--- config.mk ---
export PLATFORM = sky130hd
export DESIGN_NAME = fountain_uart
export DESIGN_NICKNAME = d
export VERILOG_FILES = /design/src/rtl/fountain_uart_pkg.sv /design/src/rtl/fountain_uart_rx.sv /design/src/rtl/fountain_uart.sv
export SDC_FILE = /design/constraint.sdc
export NUM_CORES = 1
export LEC_CHECK = 0
export ABC_AREA = 0
export ABC_CLOCK_PERIOD_IN_PS = 1730
export CORE_UTILIZATION = 45
export CTS_CLUSTER_DIAMETER = 50
export CTS_CLUSTER_SIZE = 10
export DETAILED_ROUTE_END_ITERATION = 10
export PLACE_DENSITY = 0.64
export SYNTH_ARGS = -nofsm -noshare
export SYNTH_HDL_FRONTEND = slang
export SYNTH_HIERARCHICAL = 1
export SYNTH_SLANG_ARGS = --single-unit
--- constraint.sdc ---
create_clock -name clk -period 1.73 [get_ports clk]
set_input_delay 0.173 -clock clk [delete_from_list [all_inputs] [get_ports clk]]
set_output_delay 0.173 -clock clk [all_outputs]
set_load 0.02 [all_outputs]
--- src/rtl/fountain_uart_pkg.sv ---
// Shared definitions for the fountain_uart 8N1 physical layer: the state
// encoding used by both the receive and transmit FSMs and the default bit time.
package fountain_uart_pkg;

  localparam int DEFAULT_CLK_PER_BIT = 50;
  localparam int DATA_BITS           = 8;

  typedef enum logic [1:0] {
    ST_IDLE  = 2'd0,
    ST_START = 2'd1,
    ST_DATA  = 2'd2,
    ST_STOP  = 2'd3
  } uart_state_e;

endpackage

--- src/rtl/fountain_uart_rx.sv ---
// Receive half of fountain_uart: 2-flop synchroniser plus 8N1 deserialiser.
// With UART_FRAMING_ERR_EN defined, a low stop bit raises framing_err instead of delivering.
module fountain_uart_rx
  import fountain_uart_pkg::*;
#(
  parameter int CLK_PER_BIT = DEFAULT_CLK_PER_BIT,
  parameter int CTR_SIZE    = $clog2(CLK_PER_BIT)
) (
  input  logic       clk,
  input  logic       rst,
  input  logic       rx,
  output logic [7:0] rx_data,
  output logic       new_rx_data
`ifdef UART_FRAMING_ERR_EN
  ,
  output logic       framing_err
`endif
);

  localparam logic [CTR_SIZE-1:0] BIT_END  = CTR_SIZE'(CLK_PER_BIT - 1);
  localparam logic [CTR_SIZE-1:0] HALF_END = CTR_SIZE'(CLK_PER_BIT / 2 - 1);

  logic                rx_meta_q, rx_sync_q;
  uart_state_e         state_q, state_d;
  logic [CTR_SIZE-1:0] ctr_q, ctr_d;
  logic [2:0]          bit_q, bit_d;
  logic [7:0]          shift_q, shift_d;
  logic [7:0]          data_q, data_d;
  logic                strobe_q, strobe_d;
`ifdef UART_FRAMING_ERR_EN
  logic                err_q, err_d;
  logic                wait_high_q, wait_high_d;
`endif

  // NOTE: every clocked register uses <= so all flops sample pre-edge values together.
  always_ff @(posedge clk) begin
    if (rst) begin
      rx_meta_q   <= 1'b1;
      rx_sync_q   <= 1'b1;
      state_q     <= ST_IDLE;
      ctr_q       <= '0;
      bit_q       <= '0;
      data_q      <= '0;
      strobe_q    <= 1'b0;
`ifdef UART_FRAMING_ERR_EN
      err_q       <= 1'b0;
      wait_high_q <= 1'b0;
`endif
    end else begin
      rx_meta_q   <= rx;
      rx_sync_q   <= rx_meta_q;
      state_q     <= state_d;
      ctr_q       <= ctr_d;
      bit_q       <= bit_d;
      data_q      <= data_d;
      strobe_q    <= strobe_d;
`ifdef UART_FRAMING_ERR_EN
      err_q       <= err_d;
      wait_high_q <= wait_high_d;
`endif
    end
  end

  // NOTE: the shift register is fully refilled before each use, so it carries no reset.
  always_ff @(posedge clk) begin
    shift_q <= shift_d;
  end

  // NOTE: every variable gets a default first so no path can infer a latch.
  always_comb begin
    state_d  = state_q;
    ctr_d    = ctr_q;
    bit_d    = bit_q;
    shift_d  = shift_q;
    data_d   = data_q;
    strobe_d = 1'b0;
`ifdef UART_FRAMING_ERR_EN
    err_d       = 1'b0;
    wait_high_d = wait_high_q;
`endif
    case (state_q)
      ST_IDLE: begin
        if (!rx_sync_q) begin
          state_d = ST_START;
          ctr_d   = '0;
        end
      end
      ST_START: begin
        // Re-check the line mid start bit to reject short glitches.
        if (ctr_q == HALF_END) begin
          ctr_d   = '0;
          bit_d   = '0;
          state_d = rx_sync_q ? ST_IDLE : ST_DATA;
        end else begin
          ctr_d = ctr_q + 1'b1;
        end
      end
      ST_DATA: begin
        if (ctr_q == BIT_END) begin
          ctr_d   = '0;
          shift_d = {rx_sync_q, shift_q[7:1]};
          bit_d   = bit_q + 3'd1;
          if (bit_q == 3'd7) state_d = ST_STOP;
        end else begin
          ctr_d = ctr_q + 1'b1;
        end
      end
      ST_STOP: begin
`ifdef UART_FRAMING_ERR_EN
        if (wait_high_q) begin
          // Hold here after a bad stop bit until the line idles again.
          if (rx_sync_q) begin
            wait_high_d = 1'b0;
            state_d     = ST_IDLE;
          end
        end else if (ctr_q == BIT_END) begin
          ctr_d = '0;
          if (rx_sync_q) begin
            data_d   = shift_q;
            strobe_d = 1'b1;
            state_d  = ST_IDLE;
          end else begin
            err_d       = 1'b1;
            wait_high_d = 1'b1;
          end
        end else begin
          ctr_d = ctr_q + 1'b1;
        end
`else
        if (ctr_q == BIT_END) begin
          ctr_d    = '0;
          data_d   = shift_q;
          strobe_d = 1'b1;
          state_d  = ST_IDLE;
        end else begin
          ctr_d = ctr_q + 1'b1;
        end
`endif
      end
      default: state_d = ST_IDLE;
    endcase
  end

  assign rx_data     = data_q;
  assign new_rx_data = strobe_q;
`ifdef UART_FRAMING_ERR_EN
  assign framing_err = err_q;
`endif

endmodule

--- src/rtl/fountain_uart.sv ---
// Full-duplex 8N1 UART: inline transmit FSM plus the fountain_uart_rx receiver.
// Optional macro UART_FRAMING_ERR_EN adds the framing_err strobe port.
module fountain_uart
  import fountain_uart_pkg::*;
#(
  parameter int CLK_PER_BIT = DEFAULT_CLK_PER_BIT,
  parameter int CTR_SIZE    = $clog2(CLK_PER_BIT)
) (
  input  logic       clk,
  input  logic       rst,
  input  logic       rx,
  output logic       tx,
  input  logic       block,
  input  logic [7:0] tx_data,
  input  logic       new_tx_data,
  output logic       tx_busy,
  output logic [7:0] rx_data,
  output logic       new_rx_data
`ifdef UART_FRAMING_ERR_EN
  ,
  output logic       framing_err
`endif
);

  localparam logic [CTR_SIZE-1:0] BIT_END = CTR_SIZE'(CLK_PER_BIT - 1);

  uart_state_e         tx_state_q, tx_state_d;
  logic [CTR_SIZE-1:0] tx_ctr_q, tx_ctr_d;
  logic [2:0]          tx_bit_q, tx_bit_d;
  logic [7:0]          tx_shift_q, tx_shift_d;
  logic                tx_q, tx_d;

  fountain_uart_rx #(
    .CLK_PER_BIT (CLK_PER_BIT),
    .CTR_SIZE    (CTR_SIZE)
  ) u_rx (
    .clk         (clk),
    .rst         (rst),
    .rx          (rx),
    .rx_data     (rx_data),
    .new_rx_data (new_rx_data)
`ifdef UART_FRAMING_ERR_EN
    ,
    .framing_err (framing_err)
`endif
  );

  always_ff @(posedge clk) begin
    if (rst) begin
      tx_state_q <= ST_IDLE;
      tx_ctr_q   <= '0;
      tx_bit_q   <= '0;
      tx_shift_q <= '0;
      tx_q       <= 1'b1;
    end else begin
      tx_state_q <= tx_state_d;
      tx_ctr_q   <= tx_ctr_d;
      tx_bit_q   <= tx_bit_d;
      tx_shift_q <= tx_shift_d;
      tx_q       <= tx_d;
    end
  end

  // tx_d is the pin level for the state being entered, so the pin tracks the FSM with no lag.
  always_comb begin
    tx_state_d = tx_state_q;
    tx_ctr_d   = tx_ctr_q;
    tx_bit_d   = tx_bit_q;
    tx_shift_d = tx_shift_q;
    tx_d       = tx_q;
    case (tx_state_q)
      ST_IDLE: begin
        tx_d = 1'b1;
        if (new_tx_data && !block) begin
          tx_state_d = ST_START;
          tx_ctr_d   = '0;
          tx_shift_d = tx_data;
          tx_d       = 1'b0;
        end
      end
      ST_START: begin
        if (tx_ctr_q == BIT_END) begin
          tx_ctr_d   = '0;
          tx_bit_d   = '0;
          tx_state_d = ST_DATA;
          tx_d       = tx_shift_q[0];
        end else begin
          tx_ctr_d = tx_ctr_q + 1'b1;
        end
      end
      ST_DATA: begin
        if (tx_ctr_q == BIT_END) begin
          tx_ctr_d = '0;
          if (tx_bit_q == 3'd7) begin
            tx_state_d = ST_STOP;
            tx_d       = 1'b1;
          end else begin
            tx_bit_d   = tx_bit_q + 3'd1;
            tx_shift_d = {1'b0, tx_shift_q[7:1]};
            tx_d       = tx_shift_q[1];
          end
        end else begin
          tx_ctr_d = tx_ctr_q + 1'b1;
        end
      end
      ST_STOP: begin
        if (tx_ctr_q == BIT_END) begin
          tx_ctr_d   = '0;
          tx_state_d = ST_IDLE;
          tx_d       = 1'b1;
        end else begin
          tx_ctr_d = tx_ctr_q + 1'b1;
        end
      end
      default: tx_state_d = ST_IDLE;
    endcase
  end

  assign tx = tx_q;

  // Combinational so a producer already sees busy in the cycle its request is accepted.
  assign tx_busy = (tx_state_q != ST_IDLE) | block |
                   (new_tx_data & (tx_state_q == ST_IDLE));

endmodule

---- Word-level counts from Yosys, hierarchy flattened ----
Cells that the tools add are included.
word-level totals
  register bits after elaboration ......... 50
  output and inout port bits .............. 11
operators by class
  add/subtract/negate cells ............... 4
  equality and inequality tests ........... 22
  muxes and demuxes ....................... 38
  bitwise logic cells ..................... 4
  reduce and logical (&&, ||, !) cells .... 19
operators by type and width
  kind                 count
  $mux 6               5
  $mux 8               3
  $mux 2               11
  $pmux 6 s3           1
  $pmux 2 s4           2
  $pmux 8 s2           1
  $mux 3               5
  $ne 2x2->1 const B   7
  $add 6x1->6 const B  2
  $eq 6x6->1 const B   2
  $pmux 3 s2           2
  $pmux 6 s2           1
  $reduce_and 5->1     2
  $eq 2x2->1 const B   4
  $ne 2x1->1 const B   4
  $reduce_and 4->1     2
  $reduce_bool 2->1    4
  $add 3x1->3 const B  2
  $eq 3x3->1 const B   2
  $eq 6x5->1 const B   1
  $mux 1               6
  $reduce_and 3->1     2
  $eq 2x1->1 const B   2
  $logic_not 2->1      2
  other kinds (9)      12

---- Logic depth before layout (Yosys ltp) ----
  depth in word-level cells ............... 4
  depth in mapped cells ................... 8
  gate-level depth less buffers ........... 6

---- Hierarchy ----
Netlist, hierarchy kept.
modules (own cells, without submodules)
  module            instances  cells an instance  area each (um^2)  seq. area each (um^2)
  fountain_uart_rx  1          116                1,246.2           680.7
  fountain_uart     1          131                1,227.4           400.4

---- Worst setup path before layout ----
No wires, ideal clock.
  path type ............................... reg-to-reg
  start point ............................. register tx_bit_q[0]
  end point ............................... register tx_shift_q[2]
  setup time .............................. 0.088 ns
  arrival ................................. 1.627 ns
  required time ........................... 1.642 ns
  path slack .............................. 0.014 ns
  cell stages (with the launch flop) ...... 8
  path buffers ............................ 1
  cell sequence ........................... dfxtp_1 ha_1 ha_1 nand2b_2 o32ai_4 buf_6 a21oi_1 a311oi_2
between the ends
  cells in the longest elaborated chain, start to end .. 3
ends and longest elaborated chain
  element                     line                 RTL
  start, declared             fountain_uart.sv:29  logic [2:0] tx_bit_q, tx_bit_d;
  start signal, assigned      fountain_uart.sv:58  tx_bit_q <= tx_bit_d;
  $eq 3x3->1                  fountain_uart.sv:94  if (tx_bit_q == 3'd7) begin
  $ne 2x2->1 (no line)        n/a
  $reduce_and 4->1 (no line)  n/a
  end signal, assigned        fountain_uart.sv:59  tx_shift_q <= tx_shift_d;
  end, declared               fountain_uart.sv:30  logic [7:0] tx_shift_q, tx_shift_d;
No other way between the ends.
A chain may end at the register's enable or synchronous reset.

---- Worst setup path after layout ----
  start point ............................. register tx_ctr_q[3]
  end point ............................... register tx_bit_q[0]
between the ends
  cells in the longest elaborated chain, start to end .. 3
  elaborated cells between the ends (all ways) .. 4
ends and longest elaborated chain
  element                         line                                      RTL
  start, declared                 fountain_uart.sv:28                       logic [CTR_SIZE-1:0] tx_ctr_q, tx_ctr_d;
  start signal, assigned          fountain_uart.sv:57                       tx_ctr_q <= tx_ctr_d;
  $eq 6x6->1 (*)                  fountain_uart.sv:82, fountain_uart.sv:92
  $ne 2x2->1 (no line)            n/a
  $reduce_and 4->1 (no line) (*)  n/a
Mark *: on every way between the ends. The rest lies on a longest branch, timed or not.

==> results <==
- The flow ran to the end, and the final reports show no timing, DRC or antenna violations.
- The worst slew slack as a fraction of its limit is 0.741.
- The post-route DRC violation count is 0.
- The endpoint class of the critical path is a flop.
- For this configuration, the core starts out at a cell density of 0.475.
- The portion of the post-synthesis area used by sequential elements is 0.437.
- Data on the critical path is required at its endpoint by 1.96 ns.
- The cell count after placement is 355.
- The total negative slack for setup checks is 0 ns.
- On the final layout, the worst clock skew is around 0.0065 ns.
- For this run the aggregate overflow at the end of global routing stands at 0.
- The synthesized area per cell is 10.0 um^2.
- The die outline area is 5800 um^2.
- The final routed wire length divided by cell count is 12.7 um.
- The first detailed-routing pass took 4 iterations.
- The fraction of the core area covered by cells at the end of the flow is 0.600.
- The maximum fanout encountered on the critical timing path is 2.
- Summed over all instances, the cell type with the most area after synthesis is dfxtp_1.
- The count of cell types in the netlist is 49.
- The total vias in the final route is 1934.
- The die is between 70 and 80 um wide.
- The slew at the pin with the worst max-slew slack is 0.386 ns.
- The fraction of synthesized cell area taken by the top area cell type is 0.340.
- The first global-routing pass estimated 8080 um of wire.
- In the finished design, the share of the clock period the worst path needs comes to 0.981.
- Data on the critical path arrives at its endpoint at 1.93 ns.
- The region available for standard cell placement spans 5200 um^2.
- Counting flops and latches in the post-synthesis netlist gives 50.
- Once detail routing completed, the nets flagged for antenna violations numbered 0.
- The design draws about 0.0036 W.
- The total half-perimeter wirelength after legalization and detailed placement is 3330 um.
- The maximum operating frequency is roughly 0.59 GHz.
- The fraction of registers with async set or reset after synthesis is 0.
- The aggregate routed wire length is around 4700 um.
- The average via count per standard cell is roughly 5.2.
- The final weighted congestion in routability-driven placement is 0.788.
- The first routing iteration left 77 violations.
- In the final layout, the share of cells above drive strength 1 is 0.224.
- Counting the buffers created by CTS gives 5.
- The number of antenna violations at the first check in global routing is 0.
- The number of global-route vias before repair was 1761.
- During synthesis, Yosys emitted a total of 6 warnings.
- Synthesis produced approximately 250 cells.
- Setup repair after global routing could not meet its margin everywhere.
- The final critical delay including setup and external delays is 1.70 ns.
- The floorplan step set the die height to 76.1 um.
- The most instantiated flip-flop cell in the synthesis netlist is dfxtp_1.
- The number of antenna diodes is 0.
- The maximum level of the CTS H-tree is 2.
- During I/O placement, the number of pins put on the boundary was 24.
- The setup violation total in the final timing report is 0.
- Across the VDD grid, the largest voltage drop is 0.822 mV.
- Yosys attributes the largest share of cell area to dfxtp_1, edfxtp_1, ha_1.
- The cell at the root of the clock tree is clkbuf_8.
- The power density of the placed cells is ~1200 nW/um^2.
- The fill cell total of the finished layout is 464.
- The final cell count without fillers is approximately 370.
- The signed area change from the synthesized netlist to the final layout is 26.3%.
- After clock tree synthesis, the clock-pin slew on the worst setup and hold paths is approximately 0.10 ns.
- The final-report max-slew violation count came to 0.
- The kind of start point of the critical path is a flop.
- For this design the static power due to leakage is 1.20 nW.
- The total number of placement rows is 26.
- The number of max-capacitance violations reported is 0.
- The global-route usage over all layers is 0.173.
- The number of failing hold endpoints at the final stage was 0.
- The maximum buffer depth of the clock tree is 2.
- The clock latency at the later pin of the worst-skew pair is between 0.3 and 0.4 ns.
- The cell area after synthesis is between 2000 and 2500 um^2.
- The largest net degree at the start of global routing is 19.
- Input and output buffers added on the ports amount to 23.
- The final layout contains approximately 330 nets.
- The number of enable flip-flop cells after synthesis is 8.
- The net count after synthesis is ~270.
- The TritonCTS clock tree is done.
- The number of clock sinks is 50.
- The critical path class is reg2reg.
- The min-delay analysis places its worst path in the category reg2reg.
## logic make-up (layout without fill, tap and decap cells)
family,Yosys count,count (layout),share of synthesized area
and+or+nand+nor,80,80,0.180
AOI/OAI and AO/OA,62,62,0.177
DFF,50,50,0.437
buffers and inverters,22,74,0.0592
muxes,17,17,0.0688
adders and majority gates,14,14,0.0708
xor gates and xnor gates,2,2,0.00708
## through the flow
step | hold slack (ns) | area, um^2 | worst slack, ns
4_1_cts | 0.417 | 3110 | 0.000314
3_3_place_gp | 0.396 | 2910 | 0.0128
2_1_floorplan | 0.277 | 2470 | 0.0145
5_1_grt | 0.424 | 3120 | -0.00913
6_report | 0.417 | 3120 | 0.0328
3_5_place_dp | 0.392 | 2910 | -0.0258
## sequential cells by signal, summed over array words and instances (netlist names), named ones only
register	cells
u_rx/shift_q	8
tx_shift_q	8
u_rx/state_q	1
u_rx/rx_sync_q	1
u_rx/new_rx_data	1
u_rx/bit_q	3
u_rx/rx_data	8
tx_state_q	2
tx_bit_q	3
tx	1
tx_ctr_q	6
u_rx/rx_meta_q	1
u_rx/ctr_q	6
## path summary, 6_finish.rpt
check / endpoint / slack (ns) / cells past startpoint / from
hold / removal: u_rx/rx_sync_q$_SDFF_PP1_ / 0.42 / 1 / u_rx/rx_meta_q$_SDFF_PP1_
setup reg to reg: tx_bit_q[0]$_SDFFE_PP0P_ / 0.03 / 4 / tx_ctr_q[3]$_SDFFE_PP0P_
hold reg to reg: u_rx/rx_sync_q$_SDFF_PP1_ / 0.42 / 1 / u_rx/rx_meta_q$_SDFF_PP1_
setup / recovery: tx_bit_q[0]$_SDFFE_PP0P_ / 0.03 / 4 / tx_ctr_q[3]$_SDFFE_PP0P_
## critical path, cell delays in order (launching register included)
cell	delay [ns]
dfxtp_1	0.32
or3b_4	0.42
buf_4	0.15
or4_2	0.60
a21oi_1	0.14
## routing by layer
metal	wire, um	global-route usage	vias up
met3	141	0.0395	4
met2	2110	0.269	28
li1	-	-	1004
met5	0	0	-
met4	41	0.0577	0
met1	2400	0.236	898
## placed cells by master (no fill, tap or decap), drive strengths merged, types with 2 or more instances in the layout
master	count
o22ai	4
clkinv	2
and4bb	2
mux2i	17
nand2b	6
edfxtp	8
clkbuf	5
buf	35
or2	2
nor2	19
nor3	4
nand4	4
nand2	13
clkdlybuf4s50	22
o21ai	7
or4	2
a311oi	7
inv	10
nor3b	2
nand3b	3
nand4b	2
o21a	2
a21oi	31
and2	4
xnor2	2
dfxtp	42
a211oi	6
ha	14
nand3	9
or3	2
## timing repair
item / 4_1_cts / 5_1_grt
endpoints found under the hold margin: 0 / 0
hold buffers: 0 / 0
endpoints found under the setup margin: 9 / 10
pin swaps: 3 / 4
setup buffers: 4 / 1
gates resized for setup: 13 / 6
gates cloned: 1 / 0
## cell type report
class,count,area [um^2],share of cell area
clock buffer,5,68.8,0.0220
clock inverter,3,28.8,0.00921
inverter,9,33.8,0.0108
multi-input combinational,175,1290,0.412
sequential,50,1090,0.348
tap,70,87.6,0.0280
timing repair buffer,57,533,0.171
## power breakdown
group / internal, W / switching, W / total, W
combinational: 0.000823 / 0.000711 / 0.00153
clock: 0.000300 / 0.000426 / 0.000726
sequential: 0.00131 / 0.0000768 / 0.00138
## synth_stat cells (2+ instances only)
library cell / instances
ha_1: 14
nand2b_1: 5
dfxtp_1: 42
and4bb_2: 2
nand3_1: 9
nor3_1: 4
a311oi_1: 4
nor2_1: 19
inv_1: 9
a211oi_1: 5
o22ai_1: 4
mux2i_1: 17
or3_1: 2
o21a_1: 2
edfxtp_1: 8
and2_1: 2
nand2_1: 13
nand3b_1: 3
nand4_1: 4
or2_2: 2
clkbuf_1: 3
xnor2_1: 2
clkbuf_8: 3
o21ai_0: 7
nor3b_1: 2
nand4b_1: 2
a21oi_1: 30
buf_6: 4
a311oi_2: 3
clkbuf_2: 2
No activity file was read; power rests on OpenSTA's default activity.
==> RTL change 1, RTL diff (config.mk and constraints unchanged) <==
Register the inputs `rx`, `block`, `tx_data` and `new_tx_data` before use. The logic sees them one clock later.
--- a/src/rtl/fountain_uart.sv
+++ b/src/rtl/fountain_uart.sv
@@ -25,4 +25,16 @@
   localparam logic [CTR_SIZE-1:0] BIT_END = CTR_SIZE'(CLK_PER_BIT - 1);
 
+  logic rx_q;
+  logic block_q;
+  logic [7:0] tx_data_q;
+  logic new_tx_data_q;
+
+  always_ff @(posedge clk) begin
+    rx_q          <= rx;
+    block_q       <= block;
+    tx_data_q     <= tx_data;
+    new_tx_data_q <= new_tx_data;
+  end
+
   uart_state_e         tx_state_q, tx_state_d;
   logic [CTR_SIZE-1:0] tx_ctr_q, tx_ctr_d;
@@ -37,5 +49,5 @@
     .clk         (clk),
     .rst         (rst),
-    .rx          (rx),
+    .rx          (rx_q),
     .rx_data     (rx_data),
     .new_rx_data (new_rx_data)
@@ -72,8 +84,8 @@
       ST_IDLE: begin
         tx_d = 1'b1;
-        if (new_tx_data && !block) begin
+        if (new_tx_data_q && !block_q) begin
           tx_state_d = ST_START;
           tx_ctr_d   = '0;
-          tx_shift_d = tx_data;
+          tx_shift_d = tx_data_q;
           tx_d       = 1'b0;
         end
@@ -120,6 +132,6 @@
 
   // Combinational so a producer already sees busy in the cycle its request is accepted.
-  assign tx_busy = (tx_state_q != ST_IDLE) | block |
-                   (new_tx_data & (tx_state_q == ST_IDLE));
+  assign tx_busy = (tx_state_q != ST_IDLE) | block_q |
+                   (new_tx_data_q & (tx_state_q == ST_IDLE));
 
 endmodule
Check against the original RTL: not equivalent (Yosys sat finds a counterexample within 4 cycles, from zero or initial values and one cycle with rst high).
==> RTL change 1 against the original RTL <==
Clock skew increased by 0.00091 ns; synthesized area up 5.4%; wire length increased by 8.3%; worst setup slack improved by 0.025 ns; sequential cell count grew 11; core utilization grew 0.34 points; final area grew 7.0%; sequential share of layout area rose by 4.2 points; hold slack got worse by 0.14 ns; total power increased by 12%; sequential power rose by 20%.
==> RTL change 1: results (changes against the original RTL) <==
| Metric | Value |
|---|---|
| Outcome | finished, final reports clean (unchanged) |
| Cell Count, Final, Fillers Out | 385 (was 369) |
| Area contributors post-synth | dfxtp_1, edfxtp_1, ha_1 (unchanged) |
| Synthesized area per cell | 9.99 um^2 (was 10.0 um^2) |
| CP startpoint | tx_state_q[0]$_SDFFE_PP0P_ (was tx_ctr_q[3]$_SDFFE_PP0P_) |
| Vias in the first global route | 1999 (was 1761) |
| R2r worst-path depth | 5 (was 4) |
| Post-synthesis adder-cell area fraction | 6.72% (was 7.08%) |
| Setup WS pre-CTS | -0.0421 ns (was -0.0258 ns) |
| Fraction of layout cells with a size suffix above 1 | 19.5% (was 22.4%) |
| Post-CTS Setup Inserts | 0 (was 4) |
| Avg Vias per Cell | 5.21 (was 5.24) |
| Seq/Total Area, Yosys | 49.9% (was 43.7%) |
| Total power | 4.07 mW (was 3.64 mW) |
| Syn_nets | 288 (was 274) |
| Synth Area in Compound Gates | 15.8% (was 17.7%) |
| Sw Share | 28.7% (was 33.3%) |
| Slew HR | 73.5% (was 74.1%) |
| Clk_skew | 0.00736 ns (was 0.00645 ns) |
| WL met3 | 198 um (was 141 um) |
| DP HPWL | 3300 um (was 3330 um) |
| H-tree level count | 3 (was 2) |
| Reg2Reg Setup Slack | 0.08 ns (was 0.03 ns) |
| Multiplexer share of the synthesized area | 6.14% (was 6.88%) |
| WL met2 | 2300 um (was 2110 um) |
| Synth cell count leaders | dfxtp_1, a21oi_1, nor2_1 (unchanged) |
| Setup crit end | tx_busy (was tx_bit_q[0]$_SDFFE_PP0P_) |
| Pin count of the biggest net entering global routing | 42 (was 19) |
| Slowest CP cell | dfxtp_1 (was or4_2) |
| Worst min-delay path endpoint | tx_data_q[0]$_DFF_P_ (was u_rx/rx_sync_q$_SDFF_PP1_) |
| Achievable frequency | 0.598 GHz (was 0.589 GHz) |
| Combinational power | 1.01 mW (was 1.53 mW) |
| Routing usage on met2 | 29.9% (was 26.9%) |
| Post-synthesis cell type count | 45 (was 49) |
| Met1 Usage GRT | 23.9% (was 23.6%) |
| GRT Util Overall | 18.7% (was 17.3%) |
| XOR/XNOR share of the synthesized area | 0.336% (was 0.708%) |
| Clk power | 1.41 mW (was 0.726 mW) |
| Nets@finish | 335 (was 325) |
## RTL change 1: cell types whose count changed after synthesis, moves of 4 or more
| cell | change |
|---|---|
| dfxtp_1 | +11 |
| clkbuf_1 | +5 |
| buf_6 | -4 |
| a211oi_1 | +4 |
## RTL change 1: worst register-to-register path, delay by kind of cell (launching register included)
family,cells,cell delay (ns)
AOI/OAI and AO/OA,3,0.62
DFF,1,0.31
and+or+nand+nor,1,0.46
buffers and inverters,1,0.18
## RTL change 1: logic make-up (layout without fill, tap and decap cells)
kind of cell,count (synthesis),in the layout
DFF,61,61
AOI/OAI and AO/OA,64,64
and+or+nand+nor,80,80
adders and majority gates,14,14
buffers and inverters,25,77
muxes,16,16
xor gates and xnor gates,1,1
## RTL change 1: layout make-up
cell class                 count  area [um^2]
tap                           72         90.1
clock buffer                  10          138
timing repair buffer          49          445
inverter                      12         45.0
fill                         478         2200
sequential                    61         1300
multi-input combinational    175         1240
clock inverter                 6         85.1
==> RTL change 2, RTL diff (same flow settings) <==
Made on the original files. The package constant `DEFAULT_CLK_PER_BIT` goes from 50 to 25.
--- a/src/rtl/fountain_uart_pkg.sv
+++ b/src/rtl/fountain_uart_pkg.sv
@@ -3,5 +3,5 @@
 package fountain_uart_pkg;
 
-  localparam int DEFAULT_CLK_PER_BIT = 50;
+  localparam int DEFAULT_CLK_PER_BIT = 25;
   localparam int DATA_BITS           = 8;
 
Behaviour: same outputs for any inputs over 10 cycles, from zero or initial values and one cycle with rst high; that may be too few to reach the edited logic, so the function may still have changed.
==> RTL change 2 against the original RTL <==
Fmax is 5.9% higher; synthesized cell count down 6.1%; total power decreased by 7.5%; synthesized area down 8.7%; hold slack better by 0.0067 ns; sequential cell count fell by 2; combinational power down 22%; worst setup slack better by 0.095 ns; clock power up 14%; wire length is 10% lower; critical path depth grew 2; final area shrank 10%; largest power group is now registers.
==> RTL change 2: results (changes against the original RTL) <==
| Metric | Value |
|---|---|
| Outcome | finished, final reports clean (unchanged) |
| Max incr delay on CP | 0.51 ns (was 0.60 ns) |
| Pin count of the biggest net entering global routing | 32 (was 19) |
| Worst-margin pin slew | 0.370 ns (was 0.386 ns) |
| Post-synthesis cell type count | 46 (was 49) |
| DP HPWL | 2860 um (was 3330 um) |
| Synth cell count leaders | dfxtp_1, nor2_1, a21oi_1 (was dfxtp_1, a21oi_1, nor2_1) |
| CTS buffer count | 5 (unchanged) |
| Nets@finish | 292 (was 325) |
| Async set-reset flop share out of synthesis | 0% (unchanged) |
| Final setup vio count | 0 (unchanged) |
| CP delay by family, top | simple AND/OR/NAND/NOR gates (unchanged) |
| YS warnings | 6 (unchanged) |
| Min-delay src | rx (was u_rx/rx_meta_q$_SDFF_PP1_) |
| GPL Wtd Cong | 0.806 (was 0.788) |
| Setup WS pre-CTS | -0.0155 ns (was -0.0258 ns) |
| HP Class | input port to register (was register to register) |
| Number of detailed-route iterations in the first pass | 4 (unchanged) |
| Avg Vias per Cell | 5.21 (was 5.24) |
| Initial antenna violation count | 0 (unchanged) |
| Area contributors post-synth | dfxtp_1, edfxtp_1, mux2i_1 (was dfxtp_1, edfxtp_1, ha_1) |
| Vias in the first global route | 1515 (was 1761) |
| Critical path arrival | 1.80 ns (was 1.93 ns) |
| Seq/Total Area, Yosys | 46.1% (was 43.7%) |
| Leak | 1.05 nW (was 1.20 nW) |
| Antenna Cells | 0 (unchanged) |
| Crit-path max FO | 9 (was 2) |
| DRT Wirelength | 4210 um (was 4690 um) |
| Slowest CP cell | or3_4 (was or4_2) |
| Clk_skew | 0.00302 ns (was 0.00645 ns) |
| GRT Util Overall | 16.9% (was 17.3%) |
| Fraction of layout cells with a size suffix above 1 | 15.4% (was 22.4%) |
| Clock latency on the worst-skew pair | ~0.3 ns |
| CP startpoint | u_rx/ctr_q[0]$_SDFFE_PP0P_ (was tx_ctr_q[3]$_SDFFE_PP0P_) |
| Syn_nets | 258 (was 274) |
| Clk root buf | clkbuf_8 (unchanged) |
| Post-CTS Setup Inserts | 0 (was 4) |
| Clk buf depth | 2 (unchanged) |
| Peak supply drop | 621 uV (was 822 uV) |
| Initial DRC Count | 106 (was 77) |
| EDFF count, synth | 8 (unchanged) |
| First-pass GRT wire length | 6900 um (was 8080 um) |
## RTL change 2: repair_timing
| action | CTS | global route |
|---|---|---|
| endpoints found under the setup margin | 10 | 16 |
| resized for setup | 3 | 10 |
| gates cloned | 0 | 1 |
| pin swaps | 0 | 2 |
## RTL change 2: per-stage QoR
step,cell area [um^2],utilization (%),instances
floorplan,2260,-,232
global placement,2640,55.2,325
detailed placement,2640,55.2,325
CTS,2770,57.8,333
global route,2800,58.5,334
finish,2800,58.5,334
## RTL change 2: layer usage
layer / vias up / part of all wire [%] / GRT usage, %
met5: - / 0 / 0
met4: 0 / 0.81 / 5.88
met3: 2 / 3.5 / 4.70
met2: 32 / 45 / 25.9
met1: 804 / 51 / 22.9
li1: 902 / - / -
## RTL change 2: final timing paths
check / cells after the start / to / slack [ns]
hold reg to reg: 1 / u_rx/rx_sync_q$_SDFF_PP1_ / 0.43
setup reg to reg: 6 / u_rx/rx_data[1]$_SDFFE_PP0P_ / 0.13
hold / removal: 2 / u_rx/rx_meta_q$_SDFF_PP1_ / 0.42
setup / recovery: 6 / u_rx/rx_data[1]$_SDFFE_PP0P_ / 0.13
## RTL change 2: power breakdown
| part | internal [mW] | leakage (nW) | switching (mW) |
|---|---|---|---|
| Clock | 0.436 | 0.0548 | 0.393 |
| Combinational | 0.553 | 0.596 | 0.651 |
| Sequential | 1.26 | 0.397 | 0.0779 |
| Total | 2.25 | 1.05 | 1.12 |
## RTL change 2: logic make-up after synthesis
kind of cell	count (synthesis)	synth area share (%)
AOI/OAI and AO/OA	51	14.7
xor gates and xnor gates	2	0.776
adders and majority gates	13	7.20
buffers and inverters	19	4.21
DFF	48	46.1
muxes	18	7.98
and+or+nand+nor	81	19.1
## RTL change 2: layout make-up
type | count | area [um^2]
inverters | 8 | 30.0
multi-input cells | 166 | 1170
repair buffers | 37 | 359
clock buffers | 5 | 68.8
fillers | 441 | 1980
clock inverters | 3 | 46.3
well taps | 67 | 83.8
flip-flops and latches | 48 | 1040
## RTL change 2: worst reg2reg max path, delay by kind of cell, from the launching register on
kind | cells | cell delay (ns)
adder cells (fa/ha/maj) | 1 | 0.16
buffers and inverters | 1 | 0.08
flip-flops | 1 | 0.35
multiplexers | 1 | 0.19
AND/OR/NAND/NOR | 3 | 0.72
